**src/rtl/bip_debug_pkg.sv**
```systemverilog
// -----------------------------------------------------------------------------
// bip_debug_pkg
//   Shared definitions for the bip UART run controller: command byte codes,
//   controller state encoding, status-report geometry and the report byte
//   selector used by the report mux.
// -----------------------------------------------------------------------------
package bip_debug_pkg;

    // Command bytes accepted from the UART RX FIFO
    localparam logic [7:0]  CMD_RUN  = 8'h52;   // 'R' run until halt or cycle limit
    localparam logic [7:0]  CMD_STEP = 8'h53;   // 'S' one enabled CPU cycle
    localparam logic [7:0]  CMD_CLR  = 8'h43;   // 'C' CPU reset pulse, counter cleared

    // Cycle counter saturation value
    localparam logic [15:0] MAX_CYC  = 16'hFFFF;

    // Status report: 6 bytes, index 0..5
    localparam int          REPORT_LEN = 6;
    localparam logic [2:0]  LAST_IDX   = 3'd5;

    // Controller states (3-bit encoding)
    typedef enum logic [2:0] {
        ST_IDLE = 3'd0,
        ST_RUN  = 3'd1,
        ST_STEP = 3'd2,
        ST_CLR  = 3'd3,
        ST_SEND = 3'd4
    } state_e;

    // Select one byte of the report. All three words are already 16 bits wide.
    function automatic logic [7:0] report_byte(
        input logic [15:0] cycles,
        input logic [15:0] acc16,
        input logic [15:0] pc16,
        input logic [2:0]  idx
    );
        logic [7:0] result;
        case (idx)
            3'd0:    result = cycles[15:8];
            3'd1:    result = cycles[7:0];
            3'd2:    result = acc16[15:8];
            3'd3:    result = acc16[7:0];
            3'd4:    result = pc16[15:8];
            3'd5:    result = pc16[7:0];
            default: result = 8'h00;
        endcase
        return result;
    endfunction

endpackage

```
**src/rtl/bip_debug_report.sv**
```systemverilog
// -----------------------------------------------------------------------------
// bip_debug_report
//   6:1 byte multiplexer that turns {cycles, acc, pc} into the status report
//   byte addressed by idx_i. acc and pc are zero-extended to 16 bits.
// Ports
//   cycles_i  in  16      enabled-cycle counter
//   acc_i     in  DATA_W  CPU accumulator
//   pc_i      in  PC_W    CPU program counter
//   idx_i     in  3       report byte index (0..5)
//   byte_o    out 8       selected report byte (0 for indices outside 0..5)
// -----------------------------------------------------------------------------
module bip_debug_report
    import bip_debug_pkg::*;
#(
    parameter int DATA_W = 16,
    parameter int PC_W   = 11
) (
    input  logic [15:0]       cycles_i,
    input  logic [DATA_W-1:0] acc_i,
    input  logic [PC_W-1:0]   pc_i,
    input  logic [2:0]        idx_i,
    output logic [7:0]        byte_o
);

    logic [15:0] acc_ext_s;
    logic [15:0] pc_ext_s;

    // Widen the CPU words to the fixed 16-bit report fields
    assign acc_ext_s = 16'(acc_i);
    assign pc_ext_s  = 16'(pc_i);

    // Byte selection
    always_comb begin
        byte_o = report_byte(cycles_i, acc_ext_s, pc_ext_s, idx_i);
    end

endmodule

```
**src/rtl/bip_debug_ctrl.sv**
```systemverilog
// -----------------------------------------------------------------------------
// bip_debug_ctrl
//   UART-driven run controller for the bip CPU. Pops command bytes from the
//   UART RX FIFO, gates the CPU (run-to-halt, single step, clear), counts the
//   enabled CPU cycles and, after every command, pushes a 6-byte status report
//   {cycles, acc, pc} into the UART TX FIFO.
// Ports
//   clk       in   1       system clock
//   reset     in   1       asynchronous active-low reset
//   rx_empty  in   1       RX FIFO empty
//   r_data    in   8       RX FIFO head byte
//   rd_uart   out  1       RX pop strobe
//   tx_full   in   1       TX FIFO full
//   w_data    out  8       TX byte, valid with wr_uart (0 otherwise)
//   wr_uart   out  1       TX push strobe
//   halt      in   1       CPU is decoding HLT this cycle
//   acc       in   DATA_W  CPU accumulator
//   pc        in   PC_W    CPU program counter
//   cpu_en    out  1       CPU advance enable
//   cpu_rst   out  1       synchronous CPU reset pulse, active-high
//   busy      out  1       controller is not in IDLE
// -----------------------------------------------------------------------------
module bip_debug_ctrl
    import bip_debug_pkg::*;
#(
    parameter int DATA_W = 16,
    parameter int PC_W   = 11
) (
    input  logic              clk,
    input  logic              reset,
    input  logic              rx_empty,
    input  logic [7:0]        r_data,
    output logic              rd_uart,
    input  logic              tx_full,
    output logic [7:0]        w_data,
    output logic              wr_uart,
    input  logic              halt,
    input  logic [DATA_W-1:0] acc,
    input  logic [PC_W-1:0]   pc,
    output logic              cpu_en,
    output logic              cpu_rst,
    output logic              busy
);

    state_e      state_q;
    state_e      state_d;
    logic [15:0] cycles_q;
    logic [15:0] cycles_d;
    logic [2:0]  idx_q;
    logic [2:0]  idx_d;
    logic        at_limit_s;
    logic        may_advance_s;
    logic [7:0]  report_byte_s;

    assign at_limit_s    = (cycles_q == MAX_CYC);
    // The CPU may only advance when it is not halted and the counter has room
    assign may_advance_s = (halt == 1'b0) && (at_limit_s == 1'b0);

    // Report byte for the current index; acc/pc are sampled live because
    // the CPU is frozen for the whole SEND phase.
    bip_debug_report #(
        .DATA_W (DATA_W),
        .PC_W   (PC_W)
    ) u_report (
        .cycles_i (cycles_q),
        .acc_i    (acc),
        .pc_i     (pc),
        .idx_i    (idx_q),
        .byte_o   (report_byte_s)
    );

    // State, cycle counter and report index registers
    always_ff @(posedge clk or negedge reset) begin
        if (!reset) begin
            state_q  <= ST_IDLE;
            cycles_q <= 16'h0000;
            idx_q    <= 3'd0;
        end else begin
            state_q  <= state_d;
            cycles_q <= cycles_d;
            idx_q    <= idx_d;
        end
    end

    // Next-state logic and strobes
    always_comb begin
        state_d  = state_q;
        cycles_d = cycles_q;
        idx_d    = idx_q;
        rd_uart  = 1'b0;
        wr_uart  = 1'b0;
        cpu_en   = 1'b0;
        cpu_rst  = 1'b0;

        case (state_q)
            ST_IDLE: begin
                // Gating with reset keeps the pop strobe low while reset is
                // asserted, even though the FIFO may already hold bytes.
                if ((rx_empty == 1'b0) && (reset == 1'b1)) begin
                    rd_uart = 1'b1;
                    case (r_data)
                        CMD_RUN:  state_d = ST_RUN;
                        CMD_STEP: state_d = ST_STEP;
                        CMD_CLR:  state_d = ST_CLR;
                        default:  state_d = ST_IDLE;   // unknown byte: drop it
                    endcase
                end else begin
                    state_d = ST_IDLE;
                end
            end

            ST_RUN: begin
                if (may_advance_s) begin
                    cpu_en   = 1'b1;
                    cycles_d = cycles_q + 16'd1;
                    state_d  = ST_RUN;
                end else begin
                    state_d  = ST_SEND;
                end
            end

            ST_STEP: begin
                if (may_advance_s) begin
                    cpu_en   = 1'b1;
                    cycles_d = cycles_q + 16'd1;
                end else begin
                    cycles_d = cycles_q;
                end
                state_d = ST_SEND;
            end

            ST_CLR: begin
                cpu_rst  = 1'b1;
                cycles_d = 16'h0000;
                state_d  = ST_SEND;
            end

            ST_SEND: begin
                // Never push into a full FIFO; the index simply waits.
                if (tx_full == 1'b0) begin
                    wr_uart = 1'b1;
                    if (idx_q == LAST_IDX) begin
                        idx_d   = 3'd0;
                        state_d = ST_IDLE;
                    end else begin
                        idx_d   = idx_q + 3'd1;
                        state_d = ST_SEND;
                    end
                end else begin
                    idx_d   = idx_q;
                    state_d = ST_SEND;
                end
            end

            default: begin
                // Illegal encoding: recover to a clean idle state
                idx_d   = 3'd0;
                state_d = ST_IDLE;
            end
        endcase
    end

    // Data and status outputs
    always_comb begin
        if (wr_uart == 1'b1) begin
            w_data = report_byte_s;
        end else begin
            w_data = 8'h00;
        end
        busy = (state_q != ST_IDLE);
    end

endmodule
```
**config.mk**
```make
export PLATFORM = sky130hd
export DESIGN_NAME = bip_debug_ctrl
export DESIGN_NICKNAME = d
export VERILOG_FILES = /design/src/rtl/bip_debug_pkg.sv /design/src/rtl/bip_debug_report.sv /design/src/rtl/bip_debug_ctrl.sv
export SDC_FILE = /design/constraint.sdc
export NUM_CORES = 1
export LEC_CHECK = 0
export ABC_AREA = 1
export BUFFER_PORTS_ARGS = -buffer_cell sky130_fd_sc_hd__buf_2
export CAP_MARGIN = 20
export CORE_MARGIN = 3
export CORE_UTILIZATION = 45
export DETAILED_ROUTE_END_ITERATION = 8
export GPL_TIMING_DRIVEN = 1
export PLACE_DENSITY = 0.73
export SYNTH_ARGS = -nofsm -noshare
export SYNTH_HDL_FRONTEND = slang
export SYNTH_SLANG_ARGS = --single-unit
```
**constraint.sdc**
```tcl
create_clock -name clk -period 2.2 [get_ports clk]
set_input_delay 0.44 -clock clk [delete_from_list [all_inputs] [get_ports clk]]
set_output_delay 0.44 -clock clk [all_outputs]
set_load 0.05 [all_outputs]
```
==> results.txt <==
The run finished with clean final reports. The per-cell via count in the routed design is 5.094. The maximum VDD drop is 0.3949 mV. Counting cells, the worst reg-to-reg path comes to 9. Leaving out fill and tap cells, the most frequent cells in the layout are 101 x sky130_fd_sc_hd__nand2_1, 43 x sky130_fd_sc_hd__buf_2, 36 x sky130_fd_sc_hd__inv_1. In this run the tightest slew margin relative to its limit is 0.7380. The number of slew-limit violations in the final report came to 0. The placeable core region came out at 3771 um^2. The number of nets in the finished design is 400.

The total placed instance area came out at 2157 um^2. At the worst endpoint, the arrival time is 1690 ps. The post-route minimum period is 2126 ps.

The part of the total power dissipated in sequential elements is 0.303. The maximum clock skew at final layout came out at 5.167 ps. Traced cell by cell, the critical path runs through buf_6, nand2_4, nor2_4, buf_6, nand2_1, nand3_1, nor2_1, nor2_1, buf_6. The total number of vias came out at 2063. The final cycle utilization of the critical path came out at 0.9663. The amount of wire on met2 after detailed routing is 2443 um. The number of antenna violations at the first check in global routing is 0.

The global-route wire length before repair is 8204 um. The portion of the post-synthesis area used by sequential elements came out at 0.3024. The critical path capture point type is an output port. The total inserted antenna cells is 0. Summed over all nets, the half-perimeter wirelength after detailed placement is 3772 um. Port buffering added 52 buffers.

The leftover overflow at the end of global routing came out at 0. The upper clock frequency limit came out at 470.4 MHz. The cell area after technology mapping is 1820 um^2. The number of nets in the synthesized netlist came out at 333. Setup violations remaining at the end of the flow were counted as 0. The largest individual stage delay along the critical path comes from the cell sky130_fd_sc_hd__dfrtp_2. The number of distinct standard cells referenced by the synthesized netlist came out at 28. The layout has 345 filler cells. The path class of the tightest hold or removal check is input pin to asynchronous set/reset pin. STA classifies the critical path startpoint as a flop. Entering global routing, the biggest net connects 23 pins. CTS built an H-tree with a depth of 1. The routed length on met3 came out at 418 um. The first TritonRoute pass finished after 7 iterations. The part of the total power dissipated in combinational logic came out at 0.513. Prior to clock tree synthesis, the placed netlist has a worst setup slack of 162.6 ps.

The total routed wire length on the met1 layer came out at 2276 um. The transition time of the tightest slew-check pin is 392.0 ps. In the final routed layout, each cell accounts on average for 13.01 um. The flop and latch count out of synthesis came out at 22. At the worst endpoint, the required time is 1760 ps. The count of maximum capacitance violations is 0. The delay contributed by the slowest stage of the critical path is 450 ps. The clock reaches the later pin of the worst-skew pair after 270 ps.

The floorplan step defined a die boundary enclosing 4845 um^2. The final critical-path setup slack is 74.12 ps. Clock tree synthesis selected as its root buffer the cell sky130_fd_sc_hd__clkbuf_8. The post-detailed-route count of antenna-violating nets came out at 0. TritonCTS built the clock tree.

The width of the die is 69.61 um. Synthesis produced a netlist whose cell count is 291. For this design, the sink count on the clock tree is 22.

The leakage power of the design is 1.300 nW. The internal power summed over all cells came out at 0.9182 mW. Counting along the longest clock path gives a buffer depth of 2. The total CTS buffers came out at 3. The cell row count came out at 22.

The proportion of power drawn by the clock network came out at 0.184. Of the total power, the share spent switching nets is 0.4432. The detailed router used layers up to and including met4. The switching power is 0.7308 mW.

The initial DRC count is 179. The number of top-level pins is 53. The aggregate global-route resource usage came out at 0.2031. After routing the design area is 2406 um^2.

The hold violation total from the final report is 0. By startpoint and endpoint, the worst setup path is classified as flop to output port. The commonest non-fill, non-tap cell in the layout is sky130_fd_sc_hd__nand2_1. The worst hold margin is 152.6 ps. The CTS clock-pin slew for the worst setup and hold paths came out at 90 ps. The weighted congestion at the end of routability-driven global placement came out at 0.8913.

The most numerous cell type found on the critical path is sky130_fd_sc_hd__buf_6. The fraction of layout instances using a drive strength above 1 is 0.2997. Power spread over the standard cell area amounts to 685.4 nW/um^2. In the routed design, unresolved DRC markers number 0. The core occupancy in the finished layout came out at 0.6380. Relative to the synthesized area, the layout overhead comes to 32.17%.

The overall routed net length came out at 5269 um. The largest fanout of any net on the critical path came out at 5. Each instance of the synthesized netlist takes up on average 6.256 um^2.

The number of warning messages in the yosys log is 0. The number of global-route vias before repair was 1844. The initial core utilization is 0.4827. The y dimension of the die is 69.61 um.
-- cell families after synthesis --
kind of cell,Yosys count,synth area share
compound gates,23,0.07354
fa+ha+maj,2,0.01374
xor+xnor,7,0.03368
simple gates,189,0.4660
flops,22,0.3024
buf+inv,48,0.1106
-- metal layers --
metal	global-route usage	vias to the layer above
li1	-	1050
met1	0.2612	902
met2	0.3379	97
met3	0.04783	14
met4	0.05857	0
met5	0	-
-- power groups by stage --
stage | sequential, mW | combinational (mW) | clock [mW]
2_1_floorplan | 0.466 | 0.469 | 0
3_3_place_gp | 0.472 | 0.642 | 0
3_5_place_dp | 0.473 | 0.644 | 0
4_1_cts | 0.470 | 0.702 | 0.309
5_1_grt | 0.502 | 0.915 | 0.324
6_report | 0.499 | 0.846 | 0.304
-- area by class of cell --
cell class / count / area, um^2 / share of cell area
clock buffer: 4 / 55.05 / 0.02288
inverter: 43 / 168.9 / 0.07020
multi-input combinational: 221 / 1146 / 0.4763
sequential: 22 / 554.3 / 0.2304
tap: 48 / 60.06 / 0.02496
timing repair buffer: 67 / 421.7 / 0.1752
-- through the flow --
| step | setup TNS [ps] | instances | power [mW] |
|---|---|---|---|
| final | 0 | 405 | 1.649 |
| after CTS | 0 | 396 | 1.481 |
| after global routing | -40.45 | 405 | 1.742 |
| after floorplan | 0 | 291 | 0.9354 |
| after global placement | 0 | 392 | 1.114 |
| after detailed placement | 0 | 392 | 1.117 |
-- worst max-delay path, delay by kind of cell, from the launching register on --
kind | cells | cell delay [ps]
simple gates | 6 | 550
buf+inv | 3 | 430
flops | 1 | 450
-- cell usage after synthesis (all sizes together) --
master / instances / area [um^2]
nand2: 107 / 411.6
nor2: 38 / 175.2
o21ai: 9 / 45.04
inv: 43 / 161.4
ha: 2 / 25.02
a21oi: 4 / 20.02
dfrtp: 22 / 550.5
buf: 5 / 40.03
nor3b: 1 / 7.510
xnor2: 1 / 8.760
o22ai: 5 / 31.28
a22oi: 4 / 30.03
nand3b: 1 / 7.510
o31ai: 1 / 7.510
nand3: 32 / 177.7
xor2: 6 / 52.55
nand4: 6 / 37.54
nor3: 4 / 31.28
-- repair_timing --
action,4_1_cts,5_1_grt
pin swaps,0,6
gates resized for setup,19,24
gates cloned,0,0
hold buffers,0,0
endpoints found under the hold margin,0,0
buffers inserted,0,9
endpoints found under the setup margin,9,9
-- path summary, 6_finish.rpt --
check / endpoint / from / slack (ps)
min reg2reg: cycles_q[14]$_DFFE_PN0P_ / cycles_q[14]$_DFFE_PN0P_ / 570
min: cycles_q[12]$_DFFE_PN0P_ / reset / 150
max: w_data[3] / idx_q[0]$_DFFE_PN0P_ / 70
min in group clk: state_q[1]$_DFF_PN0_ / r_data[7] / 440
max reg2reg: cycles_q[7]$_DFFE_PN0P_ / cycles_q[1]$_DFFE_PN0P_ / 550
max in group asynchronous: idx_q[2]$_DFFE_PN0P_ / reset / 1790
-- sequential cells by signal, summed over array words and instances (netlist names) --
name	flops
cycles_q	16
idx_q	3
state_q	3
Power figures use the tool's default switching activity.
